==> config.mk <==
export PLATFORM = sky130hd
export DESIGN_NAME = rx_cgs_sync
export DESIGN_NICKNAME = d
export VERILOG_FILES = /design/src/rtl/jesd204b_pkg.sv /design/src/rtl/rx_char_qual.sv /design/src/rtl/rx_cgs_sync.sv
export SDC_FILE = /design/constraint.sdc
export NUM_CORES = 1
export LEC_CHECK = 0
export ABC_CLOCK_PERIOD_IN_PS = 2200
export CORE_MARGIN = 3
export CORE_UTILIZATION = 40
export DETAILED_ROUTE_END_ITERATION = 8
export GPL_TIMING_DRIVEN = 1
export PLACE_DENSITY_LB_ADDON = 0.25
export SETUP_SLACK_MARGIN = 0.3
export SYNTH_ARGS = -nofsm -noshare
export SYNTH_HDL_FRONTEND = slang
export SYNTH_SLANG_ARGS = --single-unit
==> constraint.sdc <==
create_clock -name clk -period 2.2 [get_ports clk]
set_clock_uncertainty 0.2 [all_clocks]
set_input_delay 0.22 -clock clk [delete_from_list [all_inputs] [get_ports clk]]
set_output_delay 0.22 -clock clk [all_outputs]
set_load 0.01 [all_outputs]
==> src/rtl/jesd204b_pkg.sv <==
// Shared JESD204B receive-side types and constants.
package jesd204b_pkg;

    localparam logic [7:0] K28_5 = 8'hBC;

    typedef enum logic [1:0] {
        CS_INIT  = 2'd0,
        CS_CHECK = 2'd1,
        CS_DATA  = 2'd2
    } cs_state_t;

    // Width of a counter that must be able to hold the value tgt.
    function automatic int unsigned cnt_w(input int unsigned tgt);
        return $clog2(tgt + 1);
    endfunction

endpackage

==> src/rtl/rx_char_qual.sv <==
// Combinational classifier: flags a decoded character as a valid /K/ or as invalid.
module rx_char_qual
    import jesd204b_pkg::*;
(
    input  logic       i_vld,
    input  logic [7:0] i_data,
    input  logic       i_k,
    input  logic       i_disp_err,
    input  logic       i_nit_err,
    output logic       o_valid_k,
    output logic       o_invalid
);

    assign o_invalid = i_vld & (i_disp_err | i_nit_err);
    assign o_valid_k = i_vld & ~(i_disp_err | i_nit_err) & i_k & (i_data == K28_5);

endmodule

==> src/rtl/rx_cgs_sync.sv <==
// JESD204B receive code group synchronization FSM: drives SYNC~ and qualifies data-phase characters.
module rx_cgs_sync
    import jesd204b_pkg::*;
#(
    parameter int unsigned K_CNT_TGT   = 4,
    parameter int unsigned ERR_TGT     = 3,
    parameter int unsigned GOOD_RUN    = 4,
    parameter int unsigned MIN_LOW_CYC = 8
) (
    input  logic       clk,
    input  logic       rst_n,
    input  logic [7:0] i_data,
    input  logic       i_k,
    input  logic       i_vld,
    input  logic       i_disp_err,
    input  logic       i_nit_err,
    input  logic       i_lmfc,
    output logic       o_sync_n,
    output logic [1:0] o_cs_state,
    output logic       o_cgs_done,
    output logic       o_err_pulse,
    output logic [7:0] o_data,
    output logic       o_k,
    output logic       o_vld
);

    localparam int unsigned KW = cnt_w(K_CNT_TGT);
    localparam int unsigned EW = cnt_w(ERR_TGT);
    localparam int unsigned GW = cnt_w(GOOD_RUN);
    localparam int unsigned LW = cnt_w(MIN_LOW_CYC);

    cs_state_t   state_q, state_d;
    logic [KW-1:0] k_cnt_q, k_cnt_d;
    logic [EW-1:0] err_cnt_q, err_cnt_d;
    logic [GW-1:0] good_cnt_q, good_cnt_d;
    logic [LW-1:0] low_cnt_q, low_cnt_d;
    logic        sync_n_q, sync_n_d;
    logic        err_pulse_q, err_pulse_d;
    logic [7:0]  data_q;
    logic        k_q, vld_q, vld_d;
    logic        valid_k, invalid;

    rx_char_qual u_qual (
        .i_vld      (i_vld),
        .i_data     (i_data),
        .i_k        (i_k),
        .i_disp_err (i_disp_err),
        .i_nit_err  (i_nit_err),
        .o_valid_k  (valid_k),
        .o_invalid  (invalid)
    );

    always_comb begin
        state_d     = state_q;
        k_cnt_d     = k_cnt_q;
        err_cnt_d   = err_cnt_q;
        good_cnt_d  = good_cnt_q;
        err_pulse_d = 1'b0;
        if (sync_n_q) begin
            low_cnt_d = '0;
        end else if (low_cnt_q == LW'(MIN_LOW_CYC)) begin
            low_cnt_d = low_cnt_q;
        end else begin
            low_cnt_d = low_cnt_q + 1'b1;
        end

        unique case (state_q)
            CS_INIT: begin
                if (valid_k) begin
                    if (k_cnt_q == KW'(K_CNT_TGT - 1)) begin
                        state_d = CS_CHECK;
                        k_cnt_d = '0;
                    end else begin
                        k_cnt_d = k_cnt_q + 1'b1;
                    end
                end else if (i_vld) begin
                    k_cnt_d = '0;
                end
            end
            CS_CHECK: begin
                // A bad character outranks a coincident LMFC release.
                if (invalid) begin
                    state_d = CS_INIT;
                end else if (i_lmfc && low_cnt_q == LW'(MIN_LOW_CYC)) begin
                    state_d = CS_DATA;
                end
            end
            CS_DATA: begin
                if (invalid) begin
                    err_pulse_d = 1'b1;
                    good_cnt_d  = '0;
                    if (err_cnt_q == EW'(ERR_TGT - 1)) begin
                        state_d   = CS_INIT;
                        err_cnt_d = '0;
                        low_cnt_d = '0;
                    end else begin
                        err_cnt_d = err_cnt_q + 1'b1;
                    end
                end else if (i_vld) begin
                    if (good_cnt_q == GW'(GOOD_RUN - 1)) begin
                        good_cnt_d = '0;
                        if (err_cnt_q != '0) begin
                            err_cnt_d = err_cnt_q - 1'b1;
                        end
                    end else begin
                        good_cnt_d = good_cnt_q + 1'b1;
                    end
                end
            end
            default: state_d = CS_INIT;
        endcase

        sync_n_d = (state_d == CS_DATA);
        vld_d    = i_vld & (state_q == CS_DATA);
    end

    always_ff @(posedge clk or negedge rst_n) begin
        if (!rst_n) begin
            state_q     <= CS_INIT;
            k_cnt_q     <= '0;
            err_cnt_q   <= '0;
            good_cnt_q  <= '0;
            low_cnt_q   <= '0;
            sync_n_q    <= 1'b0;
            err_pulse_q <= 1'b0;
            data_q      <= '0;
            k_q         <= 1'b0;
            vld_q       <= 1'b0;
        end else begin
            state_q     <= state_d;
            k_cnt_q     <= k_cnt_d;
            err_cnt_q   <= err_cnt_d;
            good_cnt_q  <= good_cnt_d;
            low_cnt_q   <= low_cnt_d;
            sync_n_q    <= sync_n_d;
            err_pulse_q <= err_pulse_d;
            data_q      <= i_data;
            k_q         <= i_k;
            vld_q       <= vld_d;
        end
    end

    assign o_sync_n    = sync_n_q;
    assign o_cs_state  = state_q;
    assign o_cgs_done  = (state_q == CS_DATA);
    assign o_err_pulse = err_pulse_q;
    assign o_data      = data_q;
    assign o_k         = k_q;
    assign o_vld       = vld_q;

endmodule

# Word-level counts from Yosys, hierarchy flattened
# Index checks and enable logic that the tools add are counted.
# word_totals
register_bits	26
# classes
addsub	5
n_eq_ne	8
mux	25
bitwise	7
n_reduce_logical	10
# ops
op	count
2-to-1 mux 2 bit	11
2-to-1 mux 4 bit	5
2-to-1 mux 3 bit	6
nonzero test 2 bit	5
equality test 8 bit (second input constant)	1
adder 3 x 1 -> 3 bit (second input constant)	2
equality test 2 bit (second input constant)	3
equality test 3 x 2 -> 1 bit (second input constant)	2
case mux 2 bit (3 select lines)	1
bitwise AND 1 bit	5
adder 4 x 1 -> 4 bit (second input constant)	1
equality test 4 bit (second input constant)	1
AND reduction 2 bit	2
AND reduction 4 bit	1
adder 2 x 1 -> 2 bit (second input constant)	1
equality test 2 x 1 -> 1 bit (second input constant)	1
logical NOT 2 bit	1
2-to-1 mux 1 bit	2
subtractor 2 x 1 -> 2 bit (second input constant)	1
logical AND 1 bit	1
inverter 1 bit	1
OR 1 bit	1

# Depth between registers and ports, before layout
# Gate-level depths: netlist (run 1).
# logic_depth
depth_word	8
mapped_depth	5

# Cells and area by module
# A second synthesis (run 1) with hierarchy kept.
# unflattened
hier_cells	101
hier_area_um2	1217.4
# modules_own_cells
module	n_inst	cells_each	area_each_um2	seq_area_each_um2
rx_cgs_sync	1	96	1168.6	650.6
rx_char_qual	1	5	48.8	0.0

# Worst setup path before layout (run 1)
# Ideal clock, no wire load.
# synth_path
kind	register to register
startpoint	register err_cnt_q[0]
endpoint	register err_cnt_q[1]
setup_ns	0.079
t_arrival_ns	1.369
required_ns	1.921
slack_ns	0.552
path_stages_with_launch	6
path_buffers	0
synth_period_minus_slack_ns	1.648
cell_sequence	dfrtp_1 > inv_1 > ha_1 > or3b_1 > a21oi_1 > mux2i_1
# synth_via
elab_chain_len	5
elab_cells_between_ends	11
classes_between	add/sub (2); eq/ne (1); mux (5); reduce/logical (3)
# synth_lines
item	line_no	source
start, declared	rx_cgs_sync.sv:34	logic [EW-1:0] err_cnt_q, err_cnt_d;
start signal, assigned	rx_cgs_sync.sv:132	err_cnt_q <= err_cnt_d;
subtractor 2 x 1 -> 2 bit	rx_cgs_sync.sv:103	err_cnt_d = err_cnt_q - 1'b1;
2-to-1 mux 2 bit	rx_cgs_sync.sv:102	if (err_cnt_q != '0) begin
2-to-1 mux 2 bit	rx_cgs_sync.sv:100	if (good_cnt_q == GW'(GOOD_RUN - 1)) begin
2-to-1 mux 2 bit	rx_cgs_sync.sv:99	end else if (i_vld) begin
2-to-1 mux 2 bit	rx_cgs_sync.sv:89	if (invalid) begin
# Several ways; a longest one is shown, not always the timed one. The select of a mux whose other input is x is not followed.
# A chain may end at the register's enable or synchronous reset.

# Worst setup path after layout (run 1)
# layout_path
startpoint	register state_q[0] (netlist: o_cs_state[0])
endpoint	output port o_cs_state[0]
# layout_rtl
item	line_no	source
start, declared	rx_cgs_sync.sv:32	cs_state_t state_q, state_d;
start signal, assigned	rx_cgs_sync.sv:130	state_q <= state_d;
end, declared	rx_cgs_sync.sv:19	output logic [1:0] o_cs_state,
# No word-level cell between the ends.

==> results of run 1 <==
==> worst max-delay path: stages (launching register included) <==
cell and delay, ps:
dfrtp_2 410, buf_4 140, clkdlybuf4s50_1 530
==> layer usage <==
layer / vias up / wire, um
met3: 2 / 99
met1: 423 / 1020
met5: - / 0
met4: 0 / 20
li1: 424 / -
met2: 18 / 1240
==> per-stage QoR <==
stage	total power [W]	hold slack [ps]	setup WS, ps	cell area [sq um]	std cells
after floorplan	0.000690	-276	552	1140	100
after global placement	0.000767	269	339	1480	160
after detailed placement	0.000780	279	236	1480	160
after CTS	0.00102	46.0	362	1540	166
after global routing	0.00109	46.1	300	1540	167
final	0.00100	36.9	387	1540	167
==> synth_stat cells (all sizes together) <==
cell type  number  area share
mux2i           2       0.018
nand3           4       0.018
inv            10       0.033
nor4bb          1      0.0088
o31ai           1      0.0066
o21ai           5       0.025
xnor2           1      0.0077
and4b           1      0.0088
a21o            1      0.0066
a211o           1      0.0077
a32o            2       0.018
nand3b          4       0.026
nor2            7       0.023
and2            1      0.0066
o22ai           1      0.0055
nor2b           2       0.011
nand4           2       0.011
dfrtp          26        0.57
xor2            1      0.0077
a31o            1      0.0077
nand2b          2       0.011
ha              7       0.077
a21oi           2      0.0088
nor3b           1      0.0066
or3b            2       0.018
nand2           7       0.023
a211oi          2       0.013
nor3            1      0.0044
o21a            2       0.013
==> cell type report <==
| type | count | area share |
|---|---|---|
| Timing Repair Buffer | 33 | 0.207 |
| Clock buffer | 4 | 0.0235 |
| Sequential cell | 26 | 0.423 |
| Multi-Input combinational cell | 64 | 0.298 |
| Tap cell | 30 | 0.0243 |
| Inverter | 10 | 0.0243 |
==> timing repair <==
action	CTS	global route
setup endpoints to repair	1	1
resized for setup	4	0
buffers inserted	2	1
==> cells in the final DEF (no fill, tap or decap), types with 3 or more instances in the layout <==
cell type	Yosys	layout
clkbuf_4	0	3
nand2_1	7	7
nand3b_1	4	4
clkdlybuf4s50_1	0	28
nor2_1	7	7
inv_1	10	10
nand3_1	4	4
dfrtp_1	26	25
ha_1	7	7
buf_4	0	4
==> logic make-up after synthesis <==
logic type	Yosys count	synth area share
compound gates	18	0.112
flops	26	0.570
xor+xnor	2	0.0154
fa+ha+maj	7	0.0768
buf+inv	10	0.0329
simple gates	35	0.175
mux	2	0.0175
==> sequential cells by signal (all words and copies together) (netlist names) <==
register and cells:
err_cnt_q 2, good_cnt_q 3, k_cnt_q 3, low_cnt_q 4
o_cs_state 2, o_data 8, o_err_pulse 1, o_k 1
o_sync_n 1, o_vld 1
==> how the worst min path moves through the flow <==
stage	startpoint	endpoint	cells past startpoint
after CTS	rst_n	o_k	2
final	rst_n	o_k	2
after global placement	k_cnt_q[2]	k_cnt_q[2]	2
after global routing	rst_n	o_k	2
after detailed placement	good_cnt_q[1]	good_cnt_q[1]	2
after floorplan	rst_n	err_cnt_q[0]	0
==> power groups by stage <==
stage               Sequential [W]  Clock, W  Combinational, W
floorplan                 0.000570         0          0.000120
global placement          0.000571         0          0.000196
detailed placement        0.000574         0          0.000207
CTS                       0.000564  0.000246          0.000209
global route              0.000570  0.000266          0.000252
finish                    0.000562  0.000234          0.000204
==> metrics.md, run 1 <==
| Metric | Value |
|---|---|
| Initial Utilization | 0.441 |
| Initial DRC Count | 36 |
| Met1 Usage GRT | 0.193 |
| RSZ-0062 raised after global routing | no |
| Crit Path Max Fanout | 5 |
| Worst path required time | 1780 ps |
| Routed wire length | 2370 um |
| Port Buf Inserts | 29 |
| Slew headroom | 0.737 |
| Layout area overhead | 35.2% |
| DRC | 0 |
| Global route hottest layer | met2 |
| Storage cell area | 652 sq um |
| Number of global-route vias before repair | 961 |
| Met3 GRT Util | 0.0501 |
| Clock-pin transition on the worst setup and hold timing paths | 140 ps |
| Clock Path Buffers | 2 |
| Post-DP HPWL | 1880 um |
| Fin crit share | 0.824 |
| Comb power frac | 0.204 |
| GR Layer Usage met2 | 0.289 |
| Layout cells sized above 1 | 0.102 |
| Setup crit start | o_cs_state[0] |
| First-pass GRT wire length | 4280 um |
| Worst hold path type | input port to async pin |
| Worst setup path class | register to output port |
| Area of the multi-input gates | 460 sq um |
| Avg Cell Area, Syn | 11.4 sq um |
| Clk sinks | 26 |
| Post-route ant nets | 0 |
| Synth Instances | 100 |
| Drt via density | 5.19 |
| Fin. max-slew vios | 0 |
| Power Dens Cells | 649 mW/mm^2 |
| Final Wtd Congestion | 0.869 |
| Largest net degree at the start of global routing | 27 |
| Max-cap violation count | 0 |
| Clock root cell | clkbuf_4 |
| Initial antenna violation count | 0 |
| Worst VDD drop | 0.535 mV |
| DRT Pass-1 Iters | 4 |
| Result of the run | finished, final reports clean |
| Leakage | 0.712 nW |
| N_diodes | 0 |
| Post-synth cell types | 32 |
| I/O Pins | 30 |
| R2R cell count | 5 |
| Syn nets | 122 |
| Worst Setup EP | o_cs_state[0] |
| Fin crit period | 1810 ps |
| Die height | 59.4 um |
| Setup total negative slack | 0 ps |
| WL/cell | 14.2 um |
| Part of the power in registers | 0.562 |
| Fin nets | 160 |
| Cts hold-fix bufs | 0 |
| Final hold vios | 0 |
| Die W | 59.4 um |
| Synth warnings | 0 |
| FF+latch count, synth | 26 |
| Core ar. | 0.00259 sq mm |
| Die area | 0.00353 sq mm |
| Layout Utilization | 0.596 |
| Clk pwr share | 0.234 |
| Switching Fraction | 0.266 |
| Worst flop-to-flop path endpoint | err_cnt_q[1] |
| NetSw | 0.000266 W |
| Crit path DAT | 1390 ps |
| Pint | 0.000735 W |
| Worst setup EP type | output port |
| Gr ovfl total | 0 |
| CTS tree | built |
| Cell Area, Synth | 0.00114 sq mm |
| Slew @ Worst Pin | 389 ps |
| Worst-Skew Late Latency | 320 ps |
| CP Launch Type | register |
| # setup viols final | 0 |
| GRT Resource Usage Total | 0.163 |
| CTS H-tree depth | 1 |
| Post-synthesis sequential area ratio | 0.570 |
| Row count | 18 |
| RR Startpoint | err_cnt_q[0] |
| CTS buffer count | 3 |
| Fillers | 214 |
| Via Count | 867 |
| Max frequency | 0.552 GHz |
| R2R setup slack | 410 ps |
No activity file was read; power rests on OpenSTA's default activity.
==> run 2, diff against run 1 <==
--- a/config.mk
+++ b/config.mk
@@ -5,7 +5,7 @@
 export SDC_FILE = /design/constraint.sdc
 export NUM_CORES = 1
 export LEC_CHECK = 0
-export ABC_CLOCK_PERIOD_IN_PS = 2200
+export ABC_CLOCK_PERIOD_IN_PS = 1820
 export CORE_MARGIN = 3
 export CORE_UTILIZATION = 40
 export DETAILED_ROUTE_END_ITERATION = 8
==> constraint.sdc (replaced) <==
create_clock -name clk -period 1.82 [get_ports clk]
set_clock_uncertainty 0.2 [all_clocks]
set_input_delay 0.182 -clock clk [delete_from_list [all_inputs] [get_ports clk]]
set_output_delay 0.182 -clock clk [all_outputs]
set_load 0.01 [all_outputs]
==> run 2 against run 1 <==
  * Cell count up 9.0%
  * Non-clock buffer count rose by 15
  * Sequential power increased by 22%
  * Highest routed layer unchanged
==> metrics.md, run 2 (same netlist as run 1, synthesis figures left out) <==
| Metric | Value |
|---|---|
| Gr ovfl total | 0 (unchanged) |
| Die height | 59.4 um (unchanged) |
| Post-route ant nets | 0 (unchanged) |
| Worst setup EP type | register |
| CP Buf/Inv Count | 1 (-1) |
| Commonest non-fill, non-tap cell in the layout | dfrtp_1 |
| Post-DP HPWL | 1810 um (-3.9%) |
| Flip-flop count of the largest register after layout | 8 (unchanged) |
| Worst setup path class | register to register |
| WL/cell | 13.6 um (-4.2%) |
| Setup crit start | err_cnt_q[0] |
| Initial Utilization | 0.441 (unchanged) |
| Setup total negative slack | 0 ps (unchanged) |
| DRT Pass-1 Iters | 4 (unchanged) |
| Worst hold path type | input port to async pin |
| Initial antenna violation count | 0 (unchanged) |
| Most frequent cells in the layout | 26 x dfrtp_1, 16 x buf_4, 14 x clkdlybuf4s50_1, 12 x dlygate4sd2_1 |
| Crit path DAT | 1640 ps (+250 ps) |
| Worst-Skew Late Latency | 310 ps (about the same) |
| Max incr delay on CP | 390 ps (-140 ps) |
| Largest net degree at the start of global routing | 27 (unchanged) |
| Placed Instances | 164 (+2.5%) |
| Cts hold-fix bufs | 0 (unchanged) |
| Die area | 0.00353 sq mm (unchanged) |
| Drt via density | 5.03 (-3.2%) |
| Worst path required time | 1870 ps (+90 ps) |
| Clock-pin transition on the worst setup and hold timing paths | 130 ps (about the same) |
| R2R cell count | 5 (unchanged) |
| Clock Path Buffers | 2 (unchanged) |
| R2R setup slack | 240 ps (-170 ps) |
| DRC | 0 (unchanged) |
| CP Launch Type | register |
| Critical path's slowest cell | dfrtp_1 |
| First-pass GRT wire length | 4110 um (-4.2%) |
| Final hold vios | 0 (unchanged) |
| Result of the run | finished, final reports clean |
| Fin nets | 175 (+9.4%) |
| Initial DRC Count | 41 (+14%) |
| Layout area overhead | 48.2% |
| Via Count | 915 (+5.5%) |
| RSZ-0062 raised after global routing | yes |
| Core ar. | 0.00259 sq mm (unchanged) |
| RR Startpoint | err_cnt_q[0] |
| Max-cap violation count | 0 (unchanged) |
| N_diodes | 0 (unchanged) |
| I/O Pins | 30 (unchanged) |
| Max frequency | 0.631 GHz |
| Clock root cell | clkbuf_4 |
| GRT Resource Usage Total | 0.157 (-0.00607) |
| Levels on crit path | 5 (+3) |
| Number of global-route vias before repair | 925 (-3.7%) |
| Port Buf Inserts | 29 (unchanged) |
| Fin crit period | 1580 ps |
| Worst Setup EP | err_cnt_q[1] |
| Worst flop-to-flop path endpoint | err_cnt_q[1] |
| Slew @ Worst Pin | 408 ps (+19.4 ps) |
| # setup viols final | 0 (unchanged) |
| CTS tree | built |
| Crit Path Max Fanout | 3 (-2) |
| Post-Layout Cell Count | 182 (+9.0%) |
| Fin crit share | 0.870 |
| Delay-heaviest family, CP | flip-flops |
| Clk sinks | 26 (unchanged) |
| Die W | 59.4 um (unchanged) |
| Power Dens Cells | 716 mW/mm^2 (+10%) |
| Layout cells sized above 1 | 0.270 (+0.168) |
| CTS H-tree depth | 1 (unchanged) |
| Routed wire length | 2480 um (+4.4%) |
| Row count | 18 (unchanged) |
| Worst VDD drop | 0.830 mV (+55%) |
| CTS buffer count | 3 (unchanged) |
| Final Wtd Congestion | 0.800 (-8.0%) |
| Leakage | 0.821 nW (+15%) |
| Slew headroom | 0.726 (-0.0112) |
| Crit-path cells | inv_2, ha_4, or3b_4, a21oi_4, mux2i_1 |
| Fin. max-slew vios | 0 (unchanged) |
## run 2: how the worst min path moves through the flow
stage,from,to,cells after the start
finish,rst_n,o_data[3],2
global route,rst_n,o_data[1],2
CTS,rst_n,o_cs_state[0],2
detailed placement,k_cnt_q[2],k_cnt_q[2],2
global placement,k_cnt_q[2],k_cnt_q[2],2
floorplan,rst_n,err_cnt_q[0],0
## run 2: worst register-to-register path, cell delays in order (launching register included)
cell and delay, ps:
dfrtp_1 390, inv_2 70, ha_4 160, or3b_4 380, a21oi_4 140, mux2i_1 180
## run 2: repair_timing
| item | 4_1_cts | 5_1_grt |
|---|---|---|
| pin swaps | 4 | 2 |
| endpoints found under the hold margin | 0 | 0 |
| buffers inserted | 9 | 5 |
| endpoints found under the setup margin | 19 | 15 |
| gates resized for setup | 23 | 15 |
## run 2: area by class of cell
cell class                      count  area [sq um]
Tap cell                           30          37.5
Clock buffer                        4          36.3
Fill cell                         203           898
Multi-Input combinational cell     64           507
Inverter                           10          40.0
Sequential cell                    26           651
Timing Repair Buffer               48           420
## run 2: per-stage QoR
step / power [W] / util / setup slack, ps / instance area [sq um] / hold slack, ps
2_1_floorplan: 0.000835 / - / 286 / 1160 / -314
3_3_place_gp: 0.000925 / 0.588 / 90.0 / 1520 / 260
3_5_place_dp: 0.000947 / 0.588 / 55.9 / 1520 / 278
4_1_cts: 0.00124 / 0.625 / 189 / 1620 / 12.1
5_1_grt: 0.00130 / 0.653 / 210 / 1690 / 23.5
6_report: 0.00121 / 0.653 / 236 / 1690 / 9.91
## run 2: metal layers
metal | routed length [um] | vias to the layer above | track usage
li1 | - | 451 | -
met1 | 1150 | 444 | 0.208
met2 | 1180 | 16 | 0.246
met3 | 87 | 4 | 0.0196
met4 | 52 | 0 | 0.0874
met5 | 0 | - | 0
## run 2: where the power goes
group / switching [W] / internal (W) / leakage, nW
registers: 0.0000477 / 0.000636 / 0.323
clock network: 0.000162 / 0.000122 / 0.0210
logic: 0.000117 / 0.000127 / 0.476
